**src/rtl/seg7_pkg.sv**
```systemverilog
// Shared seven-segment definitions: segment glyphs, anode one-hot codes, scan FSM states.
// Latency: n/a (constants, types and a pure function only).
// Backpressure: n/a.
package seg7_pkg;

  // Active-low 7-bit glyphs, bit order g..a.
  localparam logic [6:0] SEG_0 = 7'h40;
  localparam logic [6:0] SEG_1 = 7'h79;
  localparam logic [6:0] SEG_2 = 7'h24;
  localparam logic [6:0] SEG_3 = 7'h30;
  localparam logic [6:0] SEG_4 = 7'h19;
  localparam logic [6:0] SEG_5 = 7'h12;
  localparam logic [6:0] SEG_6 = 7'h02;
  localparam logic [6:0] SEG_7 = 7'h78;
  localparam logic [6:0] SEG_8 = 7'h00;
  localparam logic [6:0] SEG_9 = 7'h10;
  localparam logic [6:0] SEG_A = 7'h08;
  localparam logic [6:0] SEG_B = 7'h03;
  localparam logic [6:0] SEG_C = 7'h46;
  localparam logic [6:0] SEG_D = 7'h21;
  localparam logic [6:0] SEG_E = 7'h06;
  localparam logic [6:0] SEG_F = 7'h0E;

  // Active-low anode codes; exactly one digit enabled, or none.
  localparam logic [3:0] AN_DIG0  = 4'b1110;
  localparam logic [3:0] AN_DIG1  = 4'b1101;
  localparam logic [3:0] AN_DIG2  = 4'b1011;
  localparam logic [3:0] AN_DIG3  = 4'b0111;
  localparam logic [3:0] AN_BLANK = 4'b1111;

  typedef enum logic [1:0] {IDLE, SETTLE, CAPTURE, HOLD} state_t;

  // Nibble to glyph, for the driver side.
  function automatic logic [6:0] seg_encode(input logic [3:0] nib);
    case (nib)
      4'h0: seg_encode = SEG_0;
      4'h1: seg_encode = SEG_1;
      4'h2: seg_encode = SEG_2;
      4'h3: seg_encode = SEG_3;
      4'h4: seg_encode = SEG_4;
      4'h5: seg_encode = SEG_5;
      4'h6: seg_encode = SEG_6;
      4'h7: seg_encode = SEG_7;
      4'h8: seg_encode = SEG_8;
      4'h9: seg_encode = SEG_9;
      4'hA: seg_encode = SEG_A;
      4'hB: seg_encode = SEG_B;
      4'hC: seg_encode = SEG_C;
      4'hD: seg_encode = SEG_D;
      4'hE: seg_encode = SEG_E;
      default: seg_encode = SEG_F;
    endcase
  endfunction

endpackage

```
**src/rtl/seg7_pattern_decode.sv**
```systemverilog
// Seven-segment glyph to hex nibble decoder; flags patterns that are not a hex glyph.
// Latency: combinational.
// Backpressure: none.
// Ports: pattern[6:0] active-low g..a in; valid, nibble[3:0] out.
module seg7_pattern_decode
  import seg7_pkg::*;
(
  input  logic [6:0] pattern,
  output logic       valid,
  output logic [3:0] nibble
);

  always_comb begin
    valid  = 1'b1;
    nibble = 4'h0;
    case (pattern)
      SEG_0: nibble = 4'h0;
      SEG_1: nibble = 4'h1;
      SEG_2: nibble = 4'h2;
      SEG_3: nibble = 4'h3;
      SEG_4: nibble = 4'h4;
      SEG_5: nibble = 4'h5;
      SEG_6: nibble = 4'h6;
      SEG_7: nibble = 4'h7;
      SEG_8: nibble = 4'h8;
      SEG_9: nibble = 4'h9;
      SEG_A: nibble = 4'hA;
      SEG_B: nibble = 4'hB;
      SEG_C: nibble = 4'hC;
      SEG_D: nibble = 4'hD;
      SEG_E: nibble = 4'hE;
      SEG_F: nibble = 4'hF;
      default: valid = 1'b0;
    endcase
  end

endmodule

```
**src/rtl/seg7_scan_decoder.sv**
```systemverilog
// Sniffs a scanned 4-digit seven-segment display and rebuilds the shown hex value and dps.
// Latency: 2 sync cycles + SETTLE_CYCLES-1 to capture a digit; frame pulses the cycle after all 4 seen.
// Backpressure: none; passive monitor, frames are presented as one-cycle pulses.
// Ports: mclk, rst (sync, high); an_n[3:0], seg_n[7:0] async in;
//        value[15:0], dp[3:0], frame_valid, seg_err, an_err, stale out.
module seg7_scan_decoder
  import seg7_pkg::*;
#(
  parameter int SETTLE_CYCLES  = 16,
  parameter int TIMEOUT_CYCLES = 1000000
) (
  input  logic        mclk,
  input  logic        rst,
  input  logic [3:0]  an_n,
  input  logic [7:0]  seg_n,
  output logic [15:0] value,
  output logic [3:0]  dp,
  output logic        frame_valid,
  output logic        seg_err,
  output logic        an_err,
  output logic        stale
);

  // Extra headroom so cnt+1 never wraps, even with SETTLE_CYCLES = 1.
  localparam int CW = $clog2(SETTLE_CYCLES + 2);
  localparam int TW = $clog2(TIMEOUT_CYCLES + 1);
  localparam logic [CW-1:0] SETTLE_TGT  = CW'(SETTLE_CYCLES);
  localparam logic [TW-1:0] TIMEOUT_TGT = TW'(TIMEOUT_CYCLES);

  logic [3:0]  an_m, an_s;
  logic [7:0]  seg_m, seg_s;
  logic [11:0] cur, prev, held;
  logic        stable, changed;
  logic        an_legal, an_multi;
  logic [1:0]  an_dig, cap_dig;
  state_t      state, state_nxt;
  logic [CW-1:0] cnt, cnt_plus;
  logic        cnt_load, cnt_inc, held_load, cap_en;
  logic        pat_valid;
  logic [3:0]  pat_nib;
  logic [15:0] shadow_val;
  logic [3:0]  shadow_dp, seen, seen_nxt;
  logic        frame_done;
  logic [TW-1:0] tcnt;

  always_ff @(posedge mclk) begin
    if (rst) begin
      an_m  <= '1;
      an_s  <= '1;
      seg_m <= '1;
      seg_s <= '1;
      prev  <= '1;
    end else begin
      an_m  <= an_n;
      an_s  <= an_m;
      seg_m <= seg_n;
      seg_s <= seg_m;
      prev  <= cur;
    end
  end

  assign cur      = {an_s, seg_s};
  assign stable   = (cur == prev);
  // HOLD compares against the captured sample, not last cycle, so a change
  // landing on the CAPTURE cycle itself is still noticed.
  assign changed  = (cur != held);
  assign cnt_plus = cnt + CW'(1);

  always_comb begin
    an_legal = 1'b1;
    an_dig   = 2'd0;
    case (an_s)
      AN_DIG0: an_dig = 2'd0;
      AN_DIG1: an_dig = 2'd1;
      AN_DIG2: an_dig = 2'd2;
      AN_DIG3: an_dig = 2'd3;
      default: an_legal = 1'b0;
    endcase
  end

  assign an_multi = !an_legal && (an_s != AN_BLANK);

  // FSM: state register
  always_ff @(posedge mclk) begin
    if (rst) state <= IDLE;
    else     state <= state_nxt;
  end

  // FSM: next state
  always_comb begin
    state_nxt = state;
    case (state)
      IDLE:    if (an_legal) state_nxt = SETTLE;
      SETTLE: begin
        if (stable) begin
          if (cnt_plus >= SETTLE_TGT) state_nxt = CAPTURE;
        end else if (!an_legal) begin
          state_nxt = IDLE;
        end
      end
      CAPTURE: state_nxt = HOLD;
      HOLD:    if (changed) state_nxt = an_legal ? SETTLE : IDLE;
      default: state_nxt = IDLE;
    endcase
  end

  // FSM: outputs
  always_comb begin
    cnt_load  = 1'b0;
    cnt_inc   = 1'b0;
    held_load = 1'b0;
    cap_en    = 1'b0;
    case (state)
      IDLE:    cnt_load = an_legal;
      SETTLE: begin
        cnt_inc   = stable;
        cnt_load  = !stable && an_legal;
        held_load = stable && (cnt_plus >= SETTLE_TGT);
      end
      CAPTURE: cap_en = 1'b1;
      HOLD:    cnt_load = changed && an_legal;
      default: ;
    endcase
  end

  seg7_pattern_decode u_decode (
    .pattern (held[6:0]),
    .valid   (pat_valid),
    .nibble  (pat_nib)
  );

  // Completed frame clears seen, but a digit captured on the same edge survives.
  assign frame_done = (seen == 4'b1111);
  always_comb begin
    seen_nxt = frame_done ? 4'b0000 : seen;
    if (cap_en && pat_valid) seen_nxt = seen_nxt | (4'b0001 << cap_dig);
  end

  always_ff @(posedge mclk) begin
    if (rst) begin
      cnt         <= '0;
      held        <= '1;
      cap_dig     <= 2'd0;
      shadow_val  <= '0;
      shadow_dp   <= '0;
      seen        <= '0;
      value       <= '0;
      dp          <= '0;
      frame_valid <= 1'b0;
      seg_err     <= 1'b0;
      an_err      <= 1'b0;
      tcnt        <= '0;
    end else begin
      if (cnt_load)     cnt <= CW'(1);
      else if (cnt_inc) cnt <= cnt_plus;

      if (held_load) begin
        held    <= cur;
        cap_dig <= an_dig;
      end

      if (cap_en && pat_valid) begin
        shadow_val[{cap_dig, 2'b00} +: 4] <= pat_nib;
        shadow_dp[cap_dig]                <= ~held[7];
      end

      seen        <= seen_nxt;
      frame_valid <= frame_done;
      if (frame_done) begin
        value <= shadow_val;
        dp    <= shadow_dp;
      end

      if (cap_en && !pat_valid) seg_err <= 1'b1;
      if (an_multi)             an_err  <= 1'b1;

      if (frame_valid)               tcnt <= '0;
      else if (tcnt != TIMEOUT_TGT)  tcnt <= tcnt + TW'(1);
    end
  end

  assign stale = (tcnt == TIMEOUT_TGT);

endmodule

```
**config.mk**
```make
export PLATFORM = sky130hd
export DESIGN_NAME = seg7_scan_decoder
export DESIGN_NICKNAME = d
export VERILOG_FILES = /design/src/rtl/seg7_pkg.sv /design/src/rtl/seg7_pattern_decode.sv /design/src/rtl/seg7_scan_decoder.sv
export SDC_FILE = /design/constraint.sdc
export NUM_CORES = 1
export LEC_CHECK = 0
export CORE_MARGIN = 5
export CORE_UTILIZATION = 45
export DETAILED_ROUTE_END_ITERATION = 6
export GPL_ROUTABILITY_DRIVEN = 0
export SETUP_SLACK_MARGIN = 0.4
export SYNTH_ARGS = -nofsm -noshare
export SYNTH_HDL_FRONTEND = slang
export SYNTH_HIERARCHICAL = 1
export SYNTH_SLANG_ARGS = --single-unit
export TNS_END_PERCENT = 5
```
**constraint.sdc**
```tcl
create_clock -name mclk -period 6 [get_ports mclk]
set_input_delay 1.5 -clock mclk [delete_from_list [all_inputs] [get_ports mclk]]
set_output_delay 1.5 -clock mclk [all_outputs]
set_load 0.01 [all_outputs]
```
==> reports/metrics.csv, run 1 <==
stage,metric,value,unit
run_status,status,completed,
floorplanning,row_count,40,
power,p_per_area,294,mW/mm²
cells_and_area,fin_cells,802,
floorplanning,die-height,119,µm
synthesis,syn_area,0.00538,mm²
clock_tree,worstSkewPairLatency,0.42,ns
cells_and_area,fin_nets,668,
clock_tree,cts_tree,yes,
route,routed_via_density,5.34,
power,p_int,0.00146,W
route,drtIter0Drc,185,
synthesis,synth_area_per_cell,8.62,µm²
clock_tree,postCtsHoldBufs,0,
sta,hold_viol_final,0,
power,p_total,0.00185,W
cells_and_area,final_util,53.1,%
synthesis,ys.flop_type,dfxtp_1,
power,swShare,21.0,%
critical_path,slowest_stage,clkdlybuf4s50_1,
synthesis,netlist-cell-type-count,55,
power,seq_power_share,45.9,%
clock_tree,cts_max_level,4,
global_route,grt_first_pass_wirelength,18500,µm
run,cap_violations,0,
floorplanning,start_util,45.3,%
synthesis,syn-num-nets,649,
sta,min_period,3.90,ns
floorplanning,die_x,119,µm
critical_path,crit_required,4.50,ns
route,wl_per_cell,13.4,µm
sta,rsz0062_at_grt,false,
sta,post-route-period-util,65.0,%
route,wirelength,10800,µm
global_route,grtUsageTotal,15.9,%
clock_tree,cts_resized,0,
critical_path,startpoint_type,register,
power,clockPowerShare,50.5,%
global_route,grt_start_max_net_pins,111,
synthesis,synth_area_leaders,"dfxtp_1 (46%), a21oi_1 (5.7%), nand2_1 (5.5%)",
power,ir_drop,0.164,mV
placement,dpl.hpwl,7070,µm
global_route,grt_pass1_vias,3993,
critical_path,path_class,reg -> out,
synthesis,yosysTopAreaCellShare,46.2,%
cells_and_area,drive_gt1_share,9.62,%
sta,setup_viol,0,
critical_path,crit_arrival,2.40,ns
floorplanning,die_area,0.0142,mm²
sta,maxSlewHeadroom,22.3,%
sta,setup_tns,0,ns
cells_and_area,antenna_cells,0,
sta,worst_slew_pin_slew,1.16,ns
critical_path,reg2reg_to,cnt[3],
synthesis,async_flop_share,0,%
hold_path,worstHoldStart,seg_m[3],
floorplanning,ioPinCount,38,
placement,dp_cells,771,
route,dr.pass1.iters,4,
synthesis,synth_edf_count,0,
synthesis,synth_warnings,6,
sta,slew_viol_final,0,
clock_tree,postCtsSetupBuffers,0,
clock_tree,root_buffer,clkbuf_16,
critical_path,worst_r2r_path_depth,6,
synthesis,yosys-top-cells-count,"dfxtp_1 (124), nand2_1 (79), a21oi_1 (61), nor2_1 (49), xnor2_1 (32)",
global_route,grt_overflow,0,
hold_path,hold_path_depth,1,
synthesis,synth-seq-cells,124,
critical_path,timing.rr.start,seg_s[4],
synthesis,yosys.area.top_type,dfxtp_1,
power,leakage,2.15,nW
clock_tree,cts_sinks,124,
critical_path,worstPathCellList,inv_1 > ha_1 > or4bb_1 > nor4_1 > clkdlybuf4s50_1,
sta,fin_skew,0.00851,ns
route,drt.antenna.violating_nets,0,
hold_path,whs_endpoint,seg_s[3],
synthesis,syn_inst,624,
clock_tree,clk_pin_slew,0.05,ns
critical_path,critPathMaxFanout,5,
synthesis,ys_seq_area_share,46.2,%
placement,io_buffers,37,
global_route,antenna_found_initial,0,
clock_tree,clockBufferDepth,2,
clock_tree,numCtsBuffers,17,
sta,fmax,0.256,GHz
cells_and_area,area_delta_synth_final,17.1,%
synthesis,yosysMostFrequentCell,dfxtp_1,
hold_path,min_path_type,reg -> reg,
route,vias,4285,
critical_path,reg2reg_slack,3.08,ns
floorplanning,core,0.0119,mm²
route,route.detailed.drc,0,
critical_path,cp-end-kind,output pin,
power,pwr-share-comb,3.5,%
power,switchingPower,0.000388,W
critical_path,critical_path.max_stage_delay,0.60,ns
==> cells in the final DEF, fill, tap and decap left out, types with 11 or more instances in the layout <==
| master | instances |
|---|---|
| nand2_1 | 79 |
| nand3_1 | 30 |
| xnor2_1 | 32 |
| xor2_1 | 11 |
| nand4_1 | 17 |
| a21oi_1 | 61 |
| dfxtp_1 | 124 |
| o21ai_0 | 12 |
| clkbuf_16 | 17 |
| clkdlybuf4s50_1 | 36 |
| or2_2 | 25 |
| nor2_1 | 49 |
| a211oi_1 | 14 |
| inv_1 | 20 |
| ha_1 | 11 |
==> power groups by stage <==
stage / clock [W] / sequential (W) / combinational (W)
2_1_floorplan: 0 / 0.000862 / 0.0000515
3_3_place_gp: 0 / 0.000867 / 0.0000653
3_5_place_dp: 0 / 0.000867 / 0.0000655
4_1_cts: 0.000960 / 0.000850 / 0.0000660
5_1_grt: 0.00101 / 0.000851 / 0.0000736
6_report: 0.000935 / 0.000850 / 0.0000651
==> area by class of cell <==
type / count / area (µm²)
Clock inverter: 8 / 67.6
Sequential cell: 124 / 2480
Multi-Input combinational cell: 442 / 2640
Inverter: 20 / 75.1
Timing Repair Buffer: 38 / 375
Fill cell: 1119 / 5560
Tap cell: 147 / 184
Clock buffer: 23 / 478
==> registers in the layout (all words and copies together) (netlist names), named ones only <==
name,flops
an_err,1
an_m,4
an_s,4
cap_dig,2
cnt,5
dp,4
frame_valid,1
held,12
prev,12
seen,4
seg_err,1
seg_m,8
seg_s,8
shadow_dp,4
shadow_val,16
state,1
tcnt,20
value,16
==> stage by stage <==
stage	worst slack, ns	hold WS [ns]	cell area, µm²
3_5_place_dp	2.52	0.398	5750
6_report	2.10	0.406	6300
4_1_cts	2.08	0.410	6300
5_1_grt	1.99	0.424	6300
3_3_place_gp	2.62	0.391	5750
2_1_floorplan	3.06	0.389	5380
==> logic make-up (layout without fill, tap and decap cells) <==
| group | Yosys count | after routing | synth area share (%) |
|---|---|---|---|
| and+or+nand+nor | 267 | 267 | 25.7 |
| DFF | 124 | 124 | 46.2 |
| AOI/OAI and AO/OA | 117 | 117 | 12.9 |
| buffers and inverters | 58 | 89 | 4.84 |
| xor gates and xnor gates | 43 | 43 | 7.00 |
| adders and majority gates | 11 | 11 | 2.56 |
| muxes | 4 | 4 | 0.791 |
==> metal layers <==
metal | track usage (%) | vias up | wire [µm]
met5 | 0 | - | 0
met4 | 6.66 | 0 | 174
met3 | 4.65 | 13 | 366
met2 | 26.0 | 72 | 5180
met1 | 19.4 | 2004 | 5030
li1 | - | 2196 | -
==> how the worst max path moves through the flow <==
stage               slack, ns    start  endpoint  depth (start not counted)
floorplan                3.06  tcnt[0]     stale                          4
global placement         2.62  tcnt[0]     stale                          5
detailed placement       2.52  tcnt[0]     stale                          5
CTS                      2.08  tcnt[0]     stale                          5
global route             1.99  tcnt[0]     stale                          5
finish                   2.10  tcnt[0]     stale                          5
==> worst max-delay path: cells and delay by family (launching register included) <==
| kind | cells | cell delay [ns] |
|---|---|---|
| adder cells (fa/ha/maj) | 1 | 0.15 |
| buffers and inverters | 2 | 0.70 |
| flip-flops | 1 | 0.34 |
| AND/OR/NAND/NOR | 2 | 0.80 |
Power figures use the tool's default switching activity.
==> run 2, diff against run 1 <==
--- a/config.mk
+++ b/config.mk
@@ -9,6 +9,7 @@
 export CORE_UTILIZATION = 45
 export DETAILED_ROUTE_END_ITERATION = 6
 export GPL_ROUTABILITY_DRIVEN = 0
+export PLACE_DENSITY = 0.66
 export SETUP_SLACK_MARGIN = 0.4
 export SYNTH_ARGS = -nofsm -noshare
 export SYNTH_HDL_FRONTEND = slang
==> constraint.sdc (replaced) <==
create_clock -name mclk -period 3.37 [get_ports mclk]
set_input_delay 0.8425 -clock mclk [delete_from_list [all_inputs] [get_ports mclk]]
set_output_delay 0.8425 -clock mclk [all_outputs]
set_load 0.01 [all_outputs]
==> run 2 against run 1 <==
Cell area grew 1.6%. Combinational power increased by 94%. Clock power is 96% higher. First-iteration DRC count is 26% higher. Clock skew shrank 0.0014 ns. Sequential cell count did not move. Sequential power is 78% higher. Routed wire length is 1.6% higher. Utilization rose by 0.88 points. Worst setup slack got worse by 1.7 ns. Global-route usage rose by 0.26 points. Final cell count rose by 0.62%. Critical path type unchanged. Highest routed layer unchanged.
==> reports/metrics.csv, run 2 (synthesized netlist as in run 1, its figures left out) <==
stage,metric,value,unit
global_route,grt_start_max_net_pins,52,
sta,worst_slew_pin_slew,1.01,ns
cells_and_area,drive_gt1_share,10.6,%
clock_tree,numCtsBuffers,17,
route,routed_via_density,5.36,
critical_path,crit_required,2.53,ns
sta,setup_tns,0,ns
cells_and_area,area_delta_synth_final,19.0,%
global_route,gr-usage-met1,18.8,%
sta,hold_viol_final,0,
global_route,top_usage_layer,met2,
run_status,status,completed,
floorplanning,die_x,119,µm
power,ir_drop,0.326,mV
route,wl_per_cell,13.5,µm
floorplanning,row_count,40,
floorplanning,die-height,119,µm
clock_tree,clockBufferDepth,2,
floorplanning,ioPinCount,38,
floorplanning,die_area,0.0142,mm²
critical_path,cp-end-kind,output pin,
cells_and_area,fin_nets,673,
cells_and_area,antenna_cells,0,
cells_and_area,final_util,54.0,%
power,leakage,2.18,nW
power,p_per_area,542,mW/mm²
sta,rsz0062_at_grt,true,
global_route,antenna_found_initial,0,
cells_and_area,regMostFlops,tcnt,
global_route,met3_usage,4.37,%
critical_path,crit_arrival,2.08,ns
sta,slew_viol_final,0,
clock_tree,clk_pin_slew,0.06,ns
critical_path,critPathCapture,stale,
sta,fmax,0.342,GHz
global_route,grt_pass1_vias,4165,
placement,io_buffers,37,
floorplanning,start_util,45.3,%
cells_and_area,final_common_cell,dfxtp_1,
route,drt.antenna.violating_nets,0,
run,cap_violations,0,
global_route,grt_first_pass_wirelength,18700,µm
critical_path,reg2reg_slack,0.78,ns
clock_tree,root_buffer,clkbuf_16,
cells_and_area,reg_top3,"tcnt: 20 flops, shadow_val: 16 flops, value: 16 flops",
critical_path,startpoint_type,register,
global_route,grt_overflow,0,
route,vias,4326,
route,route.detailed.drc,0,
critical_path,critPathMaxFanout,5,
route,drtIter0Drc,233,
critical_path,cp-startpoint,tcnt[0],
cells_and_area,largest_reg_flops,20,
route,wirelength,10900,µm
sta,min_period,2.93,ns
sta,fin_skew,0.00712,ns
clock_tree,cts_sinks,124,
placement,dpl-instance-area,0.00580,mm²
route,dr.pass1.iters,5,
power,p_total,0.00347,W
global_route,use_met2,27.3,%
sta,maxSlewHeadroom,32.5,%
critical_path,path_class,reg -> out,
critical_path,timing.rr.start,held[5],
clock_tree,postCtsSetupBuffers,0,
cells_and_area,fill_cells,1093,
critical_path,reg2reg_to,shadow_val[5],
clock_tree,worstSkewPairLatency,0.41,ns
critical_path,worst_r2r_path_depth,9,
global_route,grtUsageTotal,16.1,%
sta,post-route-period-util,86.8,%
placement,dpl.hpwl,7470,µm
sta,setup_viol,0,
clock_tree,cts_tree,yes,
cells_and_area,layout_common_cells,"dfxtp_1 (124), nand2_1 (79), a21oi_1 (61)",
clock_tree,cts_max_level,4,
cells_and_area,final_cell_area,0.00640,mm²
hold_path,min_path_type,reg -> reg,
floorplanning,core,0.0119,mm²
## run 2: changes by cell type in the layout (fill, tap and decap cells not counted), sizes merged
cell,previous run,this run
buf,2,7
clkinv,6,2
clkinvlp,1,5
bufinv,1,3
clkbuf,23,21
clkdlybuf4s50,36,35
dlygate4sd2,0,1
## run 2: repair_timing
action | CTS | global route
endpoints found under the hold margin | 0 | 0
setup endpoints to repair | 1 | 18
resized for setup | 1 | 1
hold buffers | 0 | 0
gates cloned | 0 | 0
## run 2: how the worst min path moves through the flow
stage             start  endpoint  slack (ns)  cells past startpoint
2_1_floorplan   an_m[0]   an_s[0]        0.39                      1
3_3_place_gp   seg_m[1]  seg_s[1]        0.39                      1
3_5_place_dp    an_m[2]   an_s[2]        0.40                      1
4_1_cts         an_m[2]   an_s[2]        0.41                      1
5_1_grt         an_m[0]   an_s[0]        0.42                      1
6_report       seg_m[1]  seg_s[1]        0.41                      1
## run 2: where the power goes
group / internal, W / leakage, nW / total (W) / switching, W
Sequential: 0.00149 / 1.01 / 0.00151 / 0.0000201
Clock: 0.00120 / 0.277 / 0.00183 / 0.000636
Combinational: 0.0000589 / 0.900 / 0.000126 / 0.0000668
Total: 0.00275 / 2.18 / 0.00347 / 0.000723
## run 2: routing by layer
metal / wire, µm / vias to the layer above / part of all wire [%]
met1: 5070 / 2012 / 46
li1: - / 2208 / -
met4: 185 / 0 / 1.7
met5: 0 / - / 0
met2: 5250 / 92 / 48
met3: 421 / 14 / 3.9
## run 2: critical path, stage by stage, from the launching register on
cell           delay (ns)
dfxtp_1              0.34
inv_1                0.10
ha_1                 0.15
or4bb_1              0.50
nor4_1               0.27
dlygate4sd2_1        0.31
## run 2: metrics by stage
stage	hold slack (ns)	cells	worst slack, ns
after detailed placement	0.397	776	0.565
after CTS	0.410	807	0.413
final	0.407	807	0.444
after floorplan	0.389	624	1.08
after global placement	0.393	776	0.655
after global routing	0.421	807	0.358
## run 2: cell type report
type	instances	area, µm²	share of cell area [%]
multi-input combinational	442	2640	41.2
sequential	124	2480	38.8
clock buffer	21	460	7.19
timing repair buffer	43	422	6.59
tap	147	184	2.87
clock inverter	10	141	2.21
inverter	20	75.1	1.17
